## src/rtl/toggle_pulse_gen.sv

```systemverilog
// Push-button front end: synchronises and debounces a raw button and emits one
// single-cycle toggle pulse per confirmed press, plus the debounced level and a press count.
module toggle_pulse_gen #(
  parameter int SYNC_STAGES     = 2,
  parameter int DEBOUNCE_CYCLES = 4,
  parameter int CNT_W           = 8
) (
  input  logic             clk,
  input  logic             rst,
  input  logic             btn_in,
  output logic             t,
  output logic             btn_level,
  output logic [CNT_W-1:0] press_count,
  output logic [1:0]       state_dbg
);

  localparam int CW = $clog2(DEBOUNCE_CYCLES) + 1;
  localparam logic [CW-1:0] CNT_LAST = CW'(DEBOUNCE_CYCLES - 1);

  typedef enum logic [1:0] {
    IDLE         = 2'd0,
    PRESS_WAIT   = 2'd1,
    PRESSED      = 2'd2,
    RELEASE_WAIT = 2'd3
  } state_t;

  state_t                 state, state_n;
  logic [CW-1:0]          cnt, cnt_n;
  logic [SYNC_STAGES-1:0] sync_q;
  logic                   s;
  logic                   press_evt, release_evt;

  always_ff @(posedge clk or posedge rst) begin
    if (rst) sync_q <= '0;
    else     sync_q <= {sync_q[SYNC_STAGES-2:0], btn_in};
  end

  assign s = sync_q[SYNC_STAGES-1];

  always_ff @(posedge clk or posedge rst) begin
    if (rst) begin
      state <= IDLE;
      cnt   <= '0;
    end else begin
      state <= state_n;
      cnt   <= cnt_n;
    end
  end

  // cnt counts stable samples beyond the first one; every state entry clears it.
  always_comb begin
    state_n     = state;
    cnt_n       = cnt;
    press_evt   = 1'b0;
    release_evt = 1'b0;
    case (state)
      IDLE: begin
        if (s) begin
          state_n = PRESS_WAIT;
          cnt_n   = '0;
        end
      end
      PRESS_WAIT: begin
        if (!s) begin
          state_n = IDLE;
          cnt_n   = '0;
        end else if (cnt == CNT_LAST) begin
          state_n   = PRESSED;
          cnt_n     = '0;
          press_evt = 1'b1;
        end else begin
          cnt_n = cnt + CW'(1);
        end
      end
      PRESSED: begin
        if (!s) begin
          state_n = RELEASE_WAIT;
          cnt_n   = '0;
        end
      end
      RELEASE_WAIT: begin
        if (s) begin
          state_n = PRESSED;
          cnt_n   = '0;
        end else if (cnt == CNT_LAST) begin
          state_n     = IDLE;
          cnt_n       = '0;
          release_evt = 1'b1;
        end else begin
          cnt_n = cnt + CW'(1);
        end
      end
      default: begin
        state_n = IDLE;
        cnt_n   = '0;
      end
    endcase
  end

  // press_evt can only come from PRESS_WAIT, so t can never be high two cycles running.
  always_ff @(posedge clk or posedge rst) begin
    if (rst) begin
      t           <= 1'b0;
      btn_level   <= 1'b0;
      press_count <= '0;
    end else begin
      t <= press_evt;
      if (press_evt)        btn_level <= 1'b1;
      else if (release_evt) btn_level <= 1'b0;
      if (press_evt) press_count <= press_count + CNT_W'(1);
    end
  end

  assign state_dbg = state;

endmodule

```

## config.mk

```make
export PLATFORM = sky130hd
export DESIGN_NAME = toggle_pulse_gen
export DESIGN_NICKNAME = d
export VERILOG_FILES = /design/src/rtl/toggle_pulse_gen.sv
export SDC_FILE = /design/constraint.sdc
export NUM_CORES = 1
export LEC_CHECK = 0
export ABC_CLOCK_PERIOD_IN_PS = 1300
export CAP_MARGIN = 30
export CORE_ASPECT_RATIO = 0.9
export CORE_MARGIN = 1
export CORE_UTILIZATION = 25
export DETAILED_ROUTE_END_ITERATION = 8
export DONT_BUFFER_PORTS = 1
export REMOVE_ABC_BUFFERS = 1
export SYNTH_ARGS = -nofsm -noshare
export SYNTH_HDL_FRONTEND = slang
export SYNTH_SLANG_ARGS = --single-unit
```

## constraint.sdc

```tcl
create_clock -name clk -period 1.3 [get_ports clk]
set_input_delay 0.26 -clock clk [delete_from_list [all_inputs] [get_ports clk]]
set_output_delay 0.26 -clock clk [all_outputs]
set_load 0.01 [all_outputs]
```

Word level (Yosys, flattened, before mapping)
Index checks and enable logic that the tools add are counted.

Reductions and logical operators: 4. Add/subtract/negate cells: 2. Mux-type cells: 20. Equal/unequal tests: 8.

Operator list (count): 3-bit 2-to-1 mux (5); 2-bit 2-to-1 mux (6); 3-bit case mux with 4 select lines (1); 8-bit by 1-bit adder with 8-bit output (second input constant) (1); 2-bit case mux with 4 select lines (1); 1-bit 2-to-1 mux (7); 3-bit inequality test (second input constant) (2); 2-bit == test (second input constant) (2); 2-bit inequality test (second input constant) (2); 4-bit AND reduction (1); 3-bit by 1-bit adder with 3-bit output (second input constant) (1); 3-bit by 2-bit == test with 1-bit output (second input constant) (1); 2-bit by 1-bit == test with 1-bit output (second input constant) (1); 2-bit zero test (1); 2-bit AND reduction (1); 2-bit nonzero test (1).

Flip-flop bits (word level): 17. Logic and storage cells: 40. Input port bits: 3.

Depth between registers and ports, before layout
Gate-level depths: netlist of the first run.

Depth in word-level cells: 6. Depth in mapped cells: 4.

Worst setup path after synthesis of the first run
OpenSTA, ideal clock, no wires.

Path type: reg2reg. Start point: reg cnt[0]. End point: reg press_count[1]. Clock period less this slack: 1308 ps. Arrival time: 1181 ps. Path buffers: 0. Setup time: 128 ps. Path slack: -8 ps. Cell stages (with the launch flop): 5. Cells stage by stage: dfrtp_1 ha_1 nand3b_4 nor2_2 mux2_1.

Word-level cells in the longest chain between the ends: 4.

RTL lines: start, declared (line 28) `logic [CW-1:0] cnt, cnt_n;`; start signal, assigned (line 46) `cnt <= cnt_n;`; 3-bit by 2-bit == test with 1-bit output (line 67) `end else if (cnt == CNT_LAST) begin`; 1-bit 2-to-1 mux (line 67); 1-bit 2-to-1 mux (line 64) `if (!s) begin`; 1-bit 2-to-1 mux (line 56) `case (state)`; via press_evt (line 31) `logic press_evt, release_evt;`; end signal, assigned (line 110) `if (press_evt) press_count <= press_count + CNT_W'(1);`; end, declared (line 13) `output logic [CNT_W-1:0] press_count,`.

The timed path passes the listed nets, and every way through them passes these cells. A chain may end at the register's enable or synchronous reset.

Worst setup path in the final report of the first run
Start point: reg cnt[1]. End point: reg press_count[7].

Word-level cells in the longest chain between the ends: 4.

RTL lines (line): 3-bit by 2-bit == test with 1-bit output (67); 1-bit 2-to-1 mux (67); 1-bit 2-to-1 mux (64); 1-bit 2-to-1 mux (56).

No other way between the ends.

==> impl_metrics.prom, run 1 <==
# TYPE chip_impl_metric gauge
chip_impl_info{name="run_status",value="finished clean"} 1
chip_impl_metric{name="insertedDiodeCount",unit=""} 0
chip_impl_metric{name="design_area",unit="um^2"} 981
chip_impl_metric{name="power_density_over_cell_area",unit="mW/mm^2"} 1510
chip_impl_metric{name="worst_slew_margin_rel",unit="%"} 80.6
chip_impl_metric{name="synth_area",unit="um^2"} 731
chip_impl_info{name="critical_path_class",value="reg2reg"} 1
chip_impl_metric{name="drt-total-wl",unit="um"} 1410
chip_impl_metric{name="finish.net_count",unit=""} 85
chip_impl_metric{name="worst_ir_drop_vdd",unit="mV"} 0.466
chip_impl_metric{name="post_detailed_route_drc_marker_count",unit=""} 0
chip_impl_metric{name="grt_util_all_layers",unit="%"} 10.8
chip_impl_metric{name="clock_tree.htree_level_count",unit=""} 1
chip_impl_metric{name="globalRoute.totalOverflow",unit=""} 0
chip_impl_metric{name="detail_route.first_pass.iterations",unit=""} 2
chip_impl_metric{name="final_critical_path_share_of_the_clock_period",unit="%"} 98.4
chip_impl_info{name="worst_setup_path_start_kind",value="register"} 1
chip_impl_metric{name="leakagePower",unit="nW"} 0.503
chip_impl_metric{name="gr-usage-met1",unit="%"} 11.3
chip_impl_metric{name="place_ws",unit="ns"} -0.0138
chip_impl_metric{name="sequential_cell_area",unit="um^2"} 427
chip_impl_metric{name="flow.area_growth_from_synthesis",unit="%"} 34.2
chip_impl_info{name="reg_to_reg_critical_path_startpoint",value="cnt[1]"} 1
chip_impl_metric{name="floorplan.core_area",unit="mm^2"} 0.00277
chip_impl_metric{name="avgViaCountPerCell",unit=""} 4.17
chip_impl_metric{name="yosys_warnings",unit=""} 0
chip_impl_metric{name="clock_insertion_delay_worst_skew",unit="ns"} 0.29
chip_impl_metric{name="port-buffer-count",unit=""} 0
chip_impl_metric{name="gp_congestion",unit=""} 0.683
chip_impl_info{name="synth_top_cell_by_area",value="dfrtp_1"} 1
chip_impl_metric{name="layout_setup_ws",unit="ns"} 0.0202
chip_impl_info{name="most_crowded_layer_gr",value="met2"} 1
chip_impl_metric{name="numCtsBuffers",unit=""} 3
chip_impl_metric{name="detailroute.via_count",unit=""} 496
chip_impl_metric{name="io-pin-count",unit=""} 15
chip_impl_metric{name="n_fill_cell",unit=""} 289
chip_impl_metric{name="critPathMaxFanout",unit=""} 8
chip_impl_metric{name="clk_pin_slew_worst_paths",unit="ns"} 0.10
chip_impl_info{name="ys_dominant_reg_cell",value="dfrtp_1"} 1
chip_impl_info{name="setup.worst_path.start",value="cnt[1]"} 1
chip_impl_metric{name="drive_gt1_share",unit="%"} 35.4
chip_impl_metric{name="placedInstanceArea",unit="um^2"} 871
chip_impl_info{name="grt_setup_unrepaired",value="yes"} 1
chip_impl_metric{name="multi_input_area",unit="um^2"} 345
chip_impl_metric{name="place.detailed.instances",unit=""} 111
chip_impl_info{name="root_buffer",value="clkbuf_4"} 1
chip_impl_metric{name="synth.distinct_cells",unit=""} 23
chip_impl_metric{name="netlist.area_leader.share",unit="%"} 58.2
chip_impl_metric{name="arrival",unit="ns"} 1.49
chip_impl_info{name="cell_by_cell_trace_of_the_critical_path",value="ha_4 > nand3b_4 > nor4_4 > xor2_1"} 1
chip_impl_metric{name="synthCells",unit=""} 59
chip_impl_info{name="critical-path-top-delay-family",value="simple AND/OR/NAND/NOR gates"} 1
chip_impl_metric{name="dp_hpwl",unit="um"} 1050
chip_impl_metric{name="row_count",unit=""} 18
chip_impl_metric{name="initial_utilization",unit="%"} 26.4
chip_impl_metric{name="path_depth",unit=""} 4
chip_impl_metric{name="initial_antenna_violation_count",unit=""} 0
chip_impl_metric{name="critPathRequiredTime",unit="ns"} 1.51
chip_impl_metric{name="max-cap-violations",unit=""} 0
chip_impl_metric{name="synthArstFlopShare",unit="%"} 100
chip_impl_metric{name="hold-worst-slack",unit="ns"} 0.356
chip_impl_info{name="hold_path.startpoint",value="sync_q[0]"} 1
chip_impl_metric{name="worst-path-buf-inv",unit=""} 0
chip_impl_metric{name="setup_violations",unit=""} 0
chip_impl_metric{name="timing.reg2reg.worst_path_depth",unit=""} 4
chip_impl_metric{name="cp_slowest_stage_delay",unit="ns"} 0.41
chip_impl_metric{name="post_synth_edffs",unit=""} 0
chip_impl_metric{name="ant_nets",unit=""} 0
chip_impl_metric{name="tightest_pin_transition",unit="ns"} 0.289
chip_impl_metric{name="die_area",unit="mm^2"} 0.00314
chip_impl_metric{name="synth.yosys.seq_area_share",unit="%"} 58.2
chip_impl_metric{name="final_cell_count_no_fill",unit=""} 119
chip_impl_metric{name="finalSetupTns",unit="ns"} 0
chip_impl_metric{name="detail_route.iter0.violations",unit=""} 1
chip_impl_metric{name="syn_avg_cell_area",unit="um^2"} 12.4
chip_impl_metric{name="maximum_buffer_depth_of_the_clock_tree",unit=""} 2
chip_impl_info{name="synthTopCellsByArea",value="dfrtp_1 (58%), xor2_1 (8.4%), ha_1 (3.4%)"} 1
chip_impl_info{name="cts_tree",value="done"} 1
chip_impl_metric{name="maximum_number_of_pins_on_one_net_before_global_route_repair",unit=""} 18
chip_impl_metric{name="die_y",unit="um"} 53.3
chip_impl_info{name="synth.cells.most_frequent",value="dfrtp_1 (17), xor2_1 (7), nor3_1 (5), nand2_1 (4), nand3_1 (3)"} 1
chip_impl_metric{name="finalClockSkew",unit="ns"} 0.00478
chip_impl_info{name="critPathSlowestCell",value="dfrtp_1"} 1
chip_impl_metric{name="first_global_vias",unit=""} 565
chip_impl_metric{name="fin_crit",unit="ns"} 1.28
chip_impl_metric{name="hold_violations",unit=""} 0
chip_impl_metric{name="global_route.usage.met2",unit="%"} 19.3
chip_impl_metric{name="timing.hold.worst_path_depth",unit=""} 0
chip_impl_metric{name="die_x",unit="um"} 59.0
chip_impl_metric{name="use_met3",unit="%"} 5.62
chip_impl_metric{name="timing.fmax",unit="GHz"} 0.781
chip_impl_metric{name="grt_pass1_wl",unit="um"} 2440
chip_impl_metric{name="clock_sink_count",unit=""} 17
chip_impl_metric{name="synthesized_flop_and_latch_total",unit=""} 17
chip_impl_metric{name="slew_viol_final",unit=""} 0
chip_impl_info{name="worst_hold_path_type",value="reg2reg"} 1
chip_impl_metric{name="avgRoutedWirePerCell",unit="um"} 11.8
chip_impl_info{name="synthMostInstantiatedCell",value="dfrtp_1"} 1
chip_impl_info{name="timing.critical_path.to_type",value="register"} 1
flip-flops by register name, indices dropped and copies added (netlist names), named ones only:
register and cells:
press_count 8, cnt 3, sync_q 2, btn_level 1, state_dbg 1, t 1
path summary, 6_finish.rpt:
check	to	slack (ns)
hold reg to reg	sync_q[1]	0.36
min in group asynchronous	state_dbg[0]	0.41
setup reg to reg	press_count[7]	0.02
max in group asynchronous	async pin	0.68
hold / removal	sync_q[1]	0.36
setup / recovery	press_count[7]	0.02
kinds of logic (layout without fill, tap and decap cells):
| logic type | Yosys count | after routing | synth area share (%) |
|---|---|---|---|
| compound gates | 5 | 5 | 4.28 |
| simple gates | 23 | 23 | 20.4 |
| xor+xnor | 8 | 8 | 9.59 |
| buf+inv | 2 | 22 | 1.03 |
| fa+ha+maj | 2 | 2 | 3.42 |
| flops | 17 | 17 | 58.2 |
| mux | 2 | 2 | 3.08 |
stage by stage:
step	utilization, %	total power, mW
after floorplan	-	0.948
after global placement	31.4	1.11
after detailed placement	31.4	1.13
after CTS	33.8	1.46
after global routing	35.4	1.60
final	35.4	1.48
area by class of cell:
cell class / instances / area share, %
Timing Repair Buffer: 16 / 12.8
Inverter: 2 / 0.765
Multi-Input combinational cell: 40 / 35.2
Sequential cell: 17 / 43.5
Clock buffer: 4 / 2.68
Tap cell: 40 / 5.10
metal layers:
metal  vias up  share of wire [%]
li1        244                  -
met1       242                 42
met2        10                 52
met3         0                6.8
met4         0                  0
met5         -                  0
repair_timing:
item                                    CTS  global route
buffers inserted                          1             1
pin swaps                                 0             7
hold buffers                              2             0
hold endpoints to repair                 18             0
resized for setup                         2             8
endpoints found under the setup margin    4             7
layout by cell type (no fill, tap or decap), types with 2 or more instances in the layout:
master / n
nand3_1: 3
dlygate4sd3_1: 2
dfrtp_1: 16
xor2_1: 7
buf_4: 14
nand2_1: 4
clkbuf_4: 3
inv_1: 2
nor2b_1: 2
nor3_2: 2
a21oi_1: 2
nor3_1: 3
power by group:
group / total, mW / internal [mW] / switching (mW)
clock: 0.277 / 0.119 / 0.158
sequential: 0.735 / 0.622 / 0.113
combinational: 0.473 / 0.269 / 0.204
total: 1.48 / 1.01 / 0.474
(Power assumes the default switching activity.)
==> run 2: changes to the inputs <==
--- a/config.mk
+++ b/config.mk
@@ -12,6 +12,7 @@
 export CORE_UTILIZATION = 25
 export DETAILED_ROUTE_END_ITERATION = 8
 export DONT_BUFFER_PORTS = 1
+export MAX_ROUTING_LAYER = met4
 export REMOVE_ABC_BUFFERS = 1
 export SYNTH_ARGS = -nofsm -noshare
 export SYNTH_HDL_FRONTEND = slang
==> run 2 against run 1 <==
Effect of this change: first-iteration DRC count grew to 3.0 times the previous value; critical path depth is the same; final cell count grew 0.84%; routed wire length grew 0.85%; worst setup slack is essentially flat; combinational power grew 4%; die area is the same; via count grew 1.2%; clock-buffer cell count is the same; largest power group unchanged.
==> impl_metrics.prom, run 2 (same netlist as run 1, synthesis figures left out) <==
# TYPE chip_impl_metric gauge
chip_impl_info{name="run_status",value="finished clean"} 1
chip_impl_info{name="final_common_cell",value="dfrtp_1"} 1
chip_impl_metric{name="die_y",unit="um"} 53.3
chip_impl_metric{name="finalClockSkew",unit="ns"} 0.00546
chip_impl_metric{name="floorplan.core_area",unit="mm^2"} 0.00277
chip_impl_metric{name="placedInstanceArea",unit="um^2"} 871
chip_impl_info{name="critical_path_class",value="reg2reg"} 1
chip_impl_metric{name="max-cap-violations",unit=""} 0
chip_impl_metric{name="clk_pin_slew_worst_paths",unit="ns"} 0.10
chip_impl_metric{name="leakagePower",unit="nW"} 0.509
chip_impl_metric{name="reg2reg_slack",unit="ns"} 0.02
chip_impl_metric{name="drt-total-wl",unit="um"} 1420
chip_impl_metric{name="initial_antenna_violation_count",unit=""} 0
chip_impl_metric{name="finalCoreUtilization",unit="%"} 35.7
chip_impl_metric{name="largest_register_ff_count",unit=""} 8
chip_impl_metric{name="clock_insertion_delay_worst_skew",unit="ns"} 0.29
chip_impl_metric{name="arrival",unit="ns"} 1.50
chip_impl_metric{name="drive_gt1_share",unit="%"} 36.3
chip_impl_metric{name="maximum_number_of_pins_on_one_net_before_global_route_repair",unit=""} 18
chip_impl_metric{name="slew_viol_final",unit=""} 0
chip_impl_info{name="timing.rr.end",value="press_count[7]"} 1
chip_impl_metric{name="final_critical_path_share_of_the_clock_period",unit="%"} 98.4
chip_impl_metric{name="avgRoutedWirePerCell",unit="um"} 11.8
chip_impl_metric{name="clock_tree.htree_level_count",unit=""} 1
chip_impl_info{name="mostFrequentLayoutCells",value="dfrtp_1 (16), buf_4 (15), xor2_1 (7), nand2_1 (4)"} 1
chip_impl_metric{name="timing.reg2reg.worst_path_depth",unit=""} 4
chip_impl_metric{name="initial_utilization",unit="%"} 26.4
chip_impl_metric{name="grt_util_all_layers",unit="%"} 11.1
chip_impl_metric{name="clock_sink_count",unit=""} 17
chip_impl_metric{name="gp_congestion",unit=""} 0.690
chip_impl_metric{name="row_count",unit=""} 18
chip_impl_metric{name="insertedDiodeCount",unit=""} 0
chip_impl_metric{name="die_area",unit="mm^2"} 0.00314
chip_impl_metric{name="detail_route.first_pass.iterations",unit=""} 4
chip_impl_info{name="worst_hold_path_type",value="reg2reg"} 1
chip_impl_metric{name="die_x",unit="um"} 59.0
chip_impl_metric{name="io-pin-count",unit=""} 15
chip_impl_info{name="reg_to_reg_critical_path_startpoint",value="cnt[1]"} 1
chip_impl_metric{name="final_cell_count_no_fill",unit=""} 120
chip_impl_metric{name="first_global_vias",unit=""} 562
chip_impl_info{name="registers.top_by_ff_count",value="press_count"} 1
chip_impl_metric{name="worst_ir_drop_vdd",unit="mV"} 0.467
chip_impl_info{name="worst_setup_path_start_kind",value="register"} 1
chip_impl_metric{name="detailroute.via_count",unit=""} 502
chip_impl_metric{name="n_fill_cell",unit=""} 289
chip_impl_metric{name="setup_violations",unit=""} 0
chip_impl_metric{name="tightest_pin_transition",unit="ns"} 0.287
chip_impl_info{name="grt_setup_unrepaired",value="yes"} 1
chip_impl_metric{name="post_detailed_route_drc_marker_count",unit=""} 0
chip_impl_metric{name="numCtsBuffers",unit=""} 3
chip_impl_info{name="worstSetupEndpoint",value="press_count[7]"} 1
chip_impl_info{name="setup.worst_path.start",value="cnt[1]"} 1
chip_impl_metric{name="globalRoute.totalOverflow",unit=""} 0
chip_impl_metric{name="hold_violations",unit=""} 0
chip_impl_metric{name="critPathMaxFanout",unit=""} 8
chip_impl_metric{name="timing.fmax",unit="GHz"} 0.781
chip_impl_metric{name="grt_pass1_wl",unit="um"} 2440
chip_impl_metric{name="power_density_over_cell_area",unit="mW/mm^2"} 1520
chip_impl_metric{name="fin_crit",unit="ns"} 1.28
chip_impl_metric{name="worst_slew_margin_rel",unit="%"} 80.7
chip_impl_metric{name="flow.area_growth_from_synthesis",unit="%"} 35.3
chip_impl_metric{name="ant_nets",unit=""} 0
chip_impl_metric{name="finish.net_count",unit=""} 86
chip_impl_info{name="largestRegisters",value="press_count (8), cnt (3), sync_q (2)"} 1
chip_impl_metric{name="dp_hpwl",unit="um"} 1050
chip_impl_metric{name="hold-worst-slack",unit="ns"} 0.357
chip_impl_info{name="cts_tree",value="done"} 1
chip_impl_metric{name="place.detailed.instances",unit=""} 111
chip_impl_metric{name="maximum_buffer_depth_of_the_clock_tree",unit=""} 2
chip_impl_metric{name="port-buffer-count",unit=""} 0
chip_impl_metric{name="design_area",unit="um^2"} 988
chip_impl_info{name="timing.critical_path.to_type",value="register"} 1
chip_impl_metric{name="total_power",unit="mW"} 1.50
chip_impl_metric{name="avgViaCountPerCell",unit=""} 4.18
chip_impl_info{name="root_buffer",value="clkbuf_4"} 1
chip_impl_metric{name="detail_route.iter0.violations",unit=""} 3
chip_impl_metric{name="critPathRequiredTime",unit="ns"} 1.52
[run 2: power breakdown]
part | internal [mW] | leakage [nW] | switching (mW)
combinational | 0.284 | 0.268 | 0.207
clock | 0.119 | 0.0150 | 0.160
sequential | 0.622 | 0.226 | 0.111
[run 2: through the flow]
step	setup WS [ns]	TNS [ns]
after floorplan	-0.00809	-0.00809
after CTS	0.0135	0
after global placement	0.0140	0
after detailed placement	-0.0138	-0.0138
after global routing	-0.0493	-0.268
final	0.0203	0
[run 2: what timing repair did]
item / CTS / global route
hold buffers: 2 / 0
endpoints found under the hold margin: 18 / 0
buffers inserted: 1 / 2
endpoints found under the setup margin: 4 / 7
pin swaps: 0 / 7
resized for setup: 2 / 8
[run 2: layout make-up]
| cell class | instances | area [um^2] | share of cell area, % |
|---|---|---|---|
| multi-input combinational | 40 | 345 | 34.9 |
| clock buffer | 4 | 26.3 | 2.66 |
| timing repair buffer | 17 | 133 | 13.4 |
| inverter | 2 | 7.51 | 0.759 |
| sequential | 17 | 427 | 43.2 |
| tap | 40 | 50.0 | 5.06 |
[run 2: how the worst min path moves through the flow]
stage	end	startpoint	depth (start not counted)
2_1_floorplan	async pin	rst	1
3_3_place_gp	t	rst	2
3_5_place_dp	t	rst	2
4_1_cts	sync_q[1]	sync_q[0]	0
5_1_grt	sync_q[1]	sync_q[0]	0
6_report	sync_q[1]	sync_q[0]	0
[run 2: worst max-delay path, stage by stage, from the launching register on]
cell	delay (ns)
dfrtp_1	0.41
ha_4	0.17
nand3b_4	0.15
nor4_4	0.31
xor2_1	0.17
[run 2: routing by layer]
metal / part of all wire [%] / vias up / global-route usage [%] / routed length (um)
li1: - / 244 / - / -
met1: 43 / 246 / 11.3 / 608
met3: 6.7 / 2 / 5.62 / 95
met4: 0.42 / 0 / 2.38 / 6
met5: 0 / - / - / 0
met2: 50 / 10 / 19.3 / 709
==> run 3: changes to the inputs <==
--- a/config.mk
+++ b/config.mk
@@ -5,10 +5,10 @@
 export SDC_FILE = /design/constraint.sdc
 export NUM_CORES = 1
 export LEC_CHECK = 0
-export ABC_CLOCK_PERIOD_IN_PS = 1300
-export CAP_MARGIN = 30
+export ABC_CLOCK_PERIOD_IN_PS = 1100
+export CAP_MARGIN = 20
 export CORE_ASPECT_RATIO = 0.9
-export CORE_MARGIN = 1
+export CORE_MARGIN = 2
 export CORE_UTILIZATION = 25
 export DETAILED_ROUTE_END_ITERATION = 8
 export DONT_BUFFER_PORTS = 1
==> constraint.sdc (replaced) <==
create_clock -name clk -period 1.1 [get_ports clk]
set_input_delay 0.22 -clock clk [delete_from_list [all_inputs] [get_ports clk]]
set_output_delay 0.22 -clock clk [all_outputs]
set_load 0.01 [all_outputs]
==> run 3 against run 2 <==
Effect of this change: the flow now finishes with violations (negative setup slack); sequential share of layout area shrank 6.5 points; first-iteration DRC count stayed put; final cell count increased by 8.3%; power is 36% higher; critical path type unchanged; register-to-register slack got worse by 0.23 ns; routed wire length up 20%; non-clock buffer count rose by 10; final area rose by 18%.
==> impl_metrics.prom, run 3 (same netlist as run 1, synthesis figures left out) <==
# TYPE chip_impl_metric gauge
chip_impl_info{name="run_status",value="finished with violations"} 1
chip_impl_info{name="failed_checks",value="negative setup slack"} 1
chip_impl_metric{name="final_critical_path_share_of_the_clock_period",unit="%"} 119
chip_impl_metric{name="intPower",unit="mW"} 1.37
chip_impl_metric{name="finish.net_count",unit=""} 96
chip_impl_metric{name="clock_insertion_delay_worst_skew",unit="ns"} 0.29
chip_impl_metric{name="leakagePower",unit="nW"} 0.593
chip_impl_info{name="cts_tree",value="done"} 1
chip_impl_metric{name="finalClockSkew",unit="ns"} 0.00232
chip_impl_info{name="critPathSlowestCell",value="dfrtp_1"} 1
chip_impl_metric{name="placedInstanceArea",unit="um^2"} 923
chip_impl_metric{name="first_global_vias",unit=""} 581
chip_impl_metric{name="critPathRequiredTime",unit="ns"} 1.28
chip_impl_metric{name="flow.area_growth_from_synthesis",unit="%"} 59.9
chip_impl_metric{name="avgViaCountPerCell",unit=""} 4.35
chip_impl_metric{name="io-pin-count",unit=""} 15
chip_impl_info{name="registers.top_by_ff_count",value="press_count"} 1
chip_impl_metric{name="initial_utilization",unit="%"} 26.4
chip_impl_metric{name="worst-path-buf-inv",unit=""} 0
chip_impl_metric{name="maximum_number_of_pins_on_one_net_before_global_route_repair",unit=""} 18
chip_impl_metric{name="port-buffer-count",unit=""} 0
chip_impl_metric{name="sequentialPowerShare",unit="%"} 42.7
chip_impl_metric{name="floorplan.core_area",unit="mm^2"} 0.00277
chip_impl_metric{name="arrival",unit="ns"} 1.49
chip_impl_metric{name="maximum_buffer_depth_of_the_clock_tree",unit=""} 2
chip_impl_metric{name="drt-total-wl",unit="um"} 1710
chip_impl_metric{name="detail_route.first_pass.iterations",unit=""} 4
chip_impl_metric{name="timing.fmax",unit="GHz"} 0.765
chip_impl_info{name="cell_by_cell_trace_of_the_critical_path",value="ha_4 > nand3b_4 > nor2_4 > mux2_4"} 1
chip_impl_metric{name="dp_hpwl",unit="um"} 1100
chip_impl_metric{name="post_detailed_route_drc_marker_count",unit=""} 0
chip_impl_metric{name="setup_violations",unit=""} 18
chip_impl_info{name="worst_hold_path_type",value="reg2reg"} 1
chip_impl_metric{name="row_count",unit=""} 18
chip_impl_metric{name="gp_congestion",unit=""} 0.727
chip_impl_metric{name="design_area",unit="mm^2"} 0.00117
chip_impl_metric{name="clock_sink_count",unit=""} 17
chip_impl_metric{name="ant_nets",unit=""} 0
chip_impl_info{name="mostFrequentLayoutCells",value="dfrtp_1 (15), buf_4 (14), buf_6 (11), xor2_1 (6), nand2_1 (4)"} 1
chip_impl_metric{name="detailroute.via_count",unit=""} 565
chip_impl_metric{name="drive_gt1_share",unit="%"} 55.6
chip_impl_metric{name="grt_util_all_layers",unit="%"} 10.7
chip_impl_metric{name="cp_slowest_stage_delay",unit="ns"} 0.41
chip_impl_metric{name="critPathMaxFanout",unit=""} 8
chip_impl_metric{name="die_x",unit="um"} 61.0
chip_impl_metric{name="largest_register_ff_count",unit=""} 8
chip_impl_info{name="critical_path_class",value="reg2reg"} 1
chip_impl_metric{name="worst_ir_drop_vdd",unit="mV"} 0.492
chip_impl_metric{name="power_frac_clock",unit="%"} 16.5
chip_impl_metric{name="clock_tree.htree_level_count",unit=""} 1
chip_impl_metric{name="switchingPower",unit="mW"} 0.673
chip_impl_info{name="root_buffer",value="clkbuf_4"} 1
chip_impl_metric{name="die_area",unit="mm^2"} 0.00337
chip_impl_info{name="worst_setup_path_start_kind",value="register"} 1
chip_impl_metric{name="combPwrFrac",unit="%"} 40.8
chip_impl_metric{name="tightest_pin_transition",unit="ns"} 0.282
chip_impl_metric{name="max-cap-violations",unit=""} 0
chip_impl_metric{name="initial_antenna_violation_count",unit=""} 0
chip_impl_metric{name="netSwitchingFraction",unit="%"} 33.0
chip_impl_metric{name="globalRoute.totalOverflow",unit=""} 0
chip_impl_metric{name="detail_route.iter0.violations",unit=""} 3
chip_impl_info{name="largestRegisters",value="press_count (8), cnt (3), sync_q (2)"} 1
chip_impl_metric{name="fin_crit",unit="ns"} 1.31
chip_impl_metric{name="power_density_over_cell_area",unit="mW/mm^2"} 1740
chip_impl_metric{name="numCtsBuffers",unit=""} 3
chip_impl_metric{name="insertedDiodeCount",unit=""} 0
chip_impl_metric{name="die_y",unit="um"} 55.3
chip_impl_info{name="critical-path-top-delay-family",value="flip-flops"} 1
chip_impl_info{name="timing.critical_path.to_type",value="register"} 1
chip_impl_metric{name="worst_slew_margin_rel",unit="%"} 81.1
chip_impl_metric{name="slew_viol_final",unit=""} 0
chip_impl_metric{name="grt_pass1_wl",unit="um"} 2580
chip_impl_metric{name="place_ws",unit="ns"} -0.259
chip_impl_metric{name="layout_setup_ws",unit="ns"} -0.206
chip_impl_info{name="final_common_cell",value="dfrtp_1"} 1
chip_impl_metric{name="avgRoutedWirePerCell",unit="um"} 13.1
chip_impl_info{name="grt_setup_unrepaired",value="yes"} 1
chip_impl_metric{name="clk_pin_slew_worst_paths",unit="ns"} 0.10
chip_impl_metric{name="hold_violations",unit=""} 0
==> run 3: cell count changes in the layout (fill, tap and decap cells not counted), sizes merged <==
cell	previous run	this run
clkbuf	4	3
clkinv	0	1
buf	15	25
==> run 3: path summary, 6_finish.rpt <==
path	to	cells after the start	slack (ns)	from
hold reg to reg	sync_q[1]	0	0.36	sync_q[0]
setup reg to reg	press_count[1]	4	-0.21	cnt[1]
max in group asynchronous	press_count[0]	3	0.52	rst
setup / recovery	press_count[1]	4	-0.21	cnt[1]
min in group asynchronous	t	3	0.37	rst
hold / removal	sync_q[1]	0	0.36	sync_q[0]
==> run 3: per-layer routing <==
| layer | vias to the layer above | routed length [um] | track usage (%) |
|---|---|---|---|
| met1 | 288 | 704 | 13.1 |
| li1 | 263 | - | - |
| met2 | 12 | 898 | 15.8 |
| met4 | 0 | 19 | 6.52 |
| met5 | - | 0 | - |
| met3 | 2 | 84 | 2.11 |
==> run 3: layout make-up <==
| type | instances | area [um^2] |
|---|---|---|
| Inverter | 2 | 7.51 |
| Fill cell | 264 | 1600 |
| Clock buffer | 3 | 22.5 |
| Sequential cell | 17 | 428 |
| Multi-Input combinational cell | 40 | 407 |
| Clock inverter | 1 | 5.00 |
| Timing Repair Buffer | 27 | 249 |
| Tap cell | 40 | 50.0 |
==> run 3: power groups by stage <==
stage	Sequential [mW]	Combinational [mW]	Clock, mW
final	0.870	0.831	0.337
after global routing	0.885	0.902	0.384
after CTS	0.868	0.697	0.353
after detailed placement	0.850	0.538	0
after global placement	0.842	0.519	0
after floorplan	0.875	0.245	0
==> run 3: timing repair <==
action | 4_1_cts | 5_1_grt
endpoints found under the setup margin | 20 | 22
setup buffers | 3 | 3
pin swaps | 8 | 6
resized for setup | 19 | 15
hold buffers | 2 | 0
endpoints found under the hold margin | 18 | 0
==> run 3: per-stage QoR <==
stage	util [%]	TNS (ns)	instances	hold WS, ns	power (mW)
3_3_place_gp	33.3	-1.39	118	0.141	1.36
3_5_place_dp	33.3	-2.23	118	0.138	1.39
2_1_floorplan	-	-0.740	59	0.146	1.12
6_report	42.2	-2.23	130	0.360	2.04
5_1_grt	42.2	-3.32	130	0.366	2.17
4_1_cts	38.6	-1.65	127	0.359	1.92
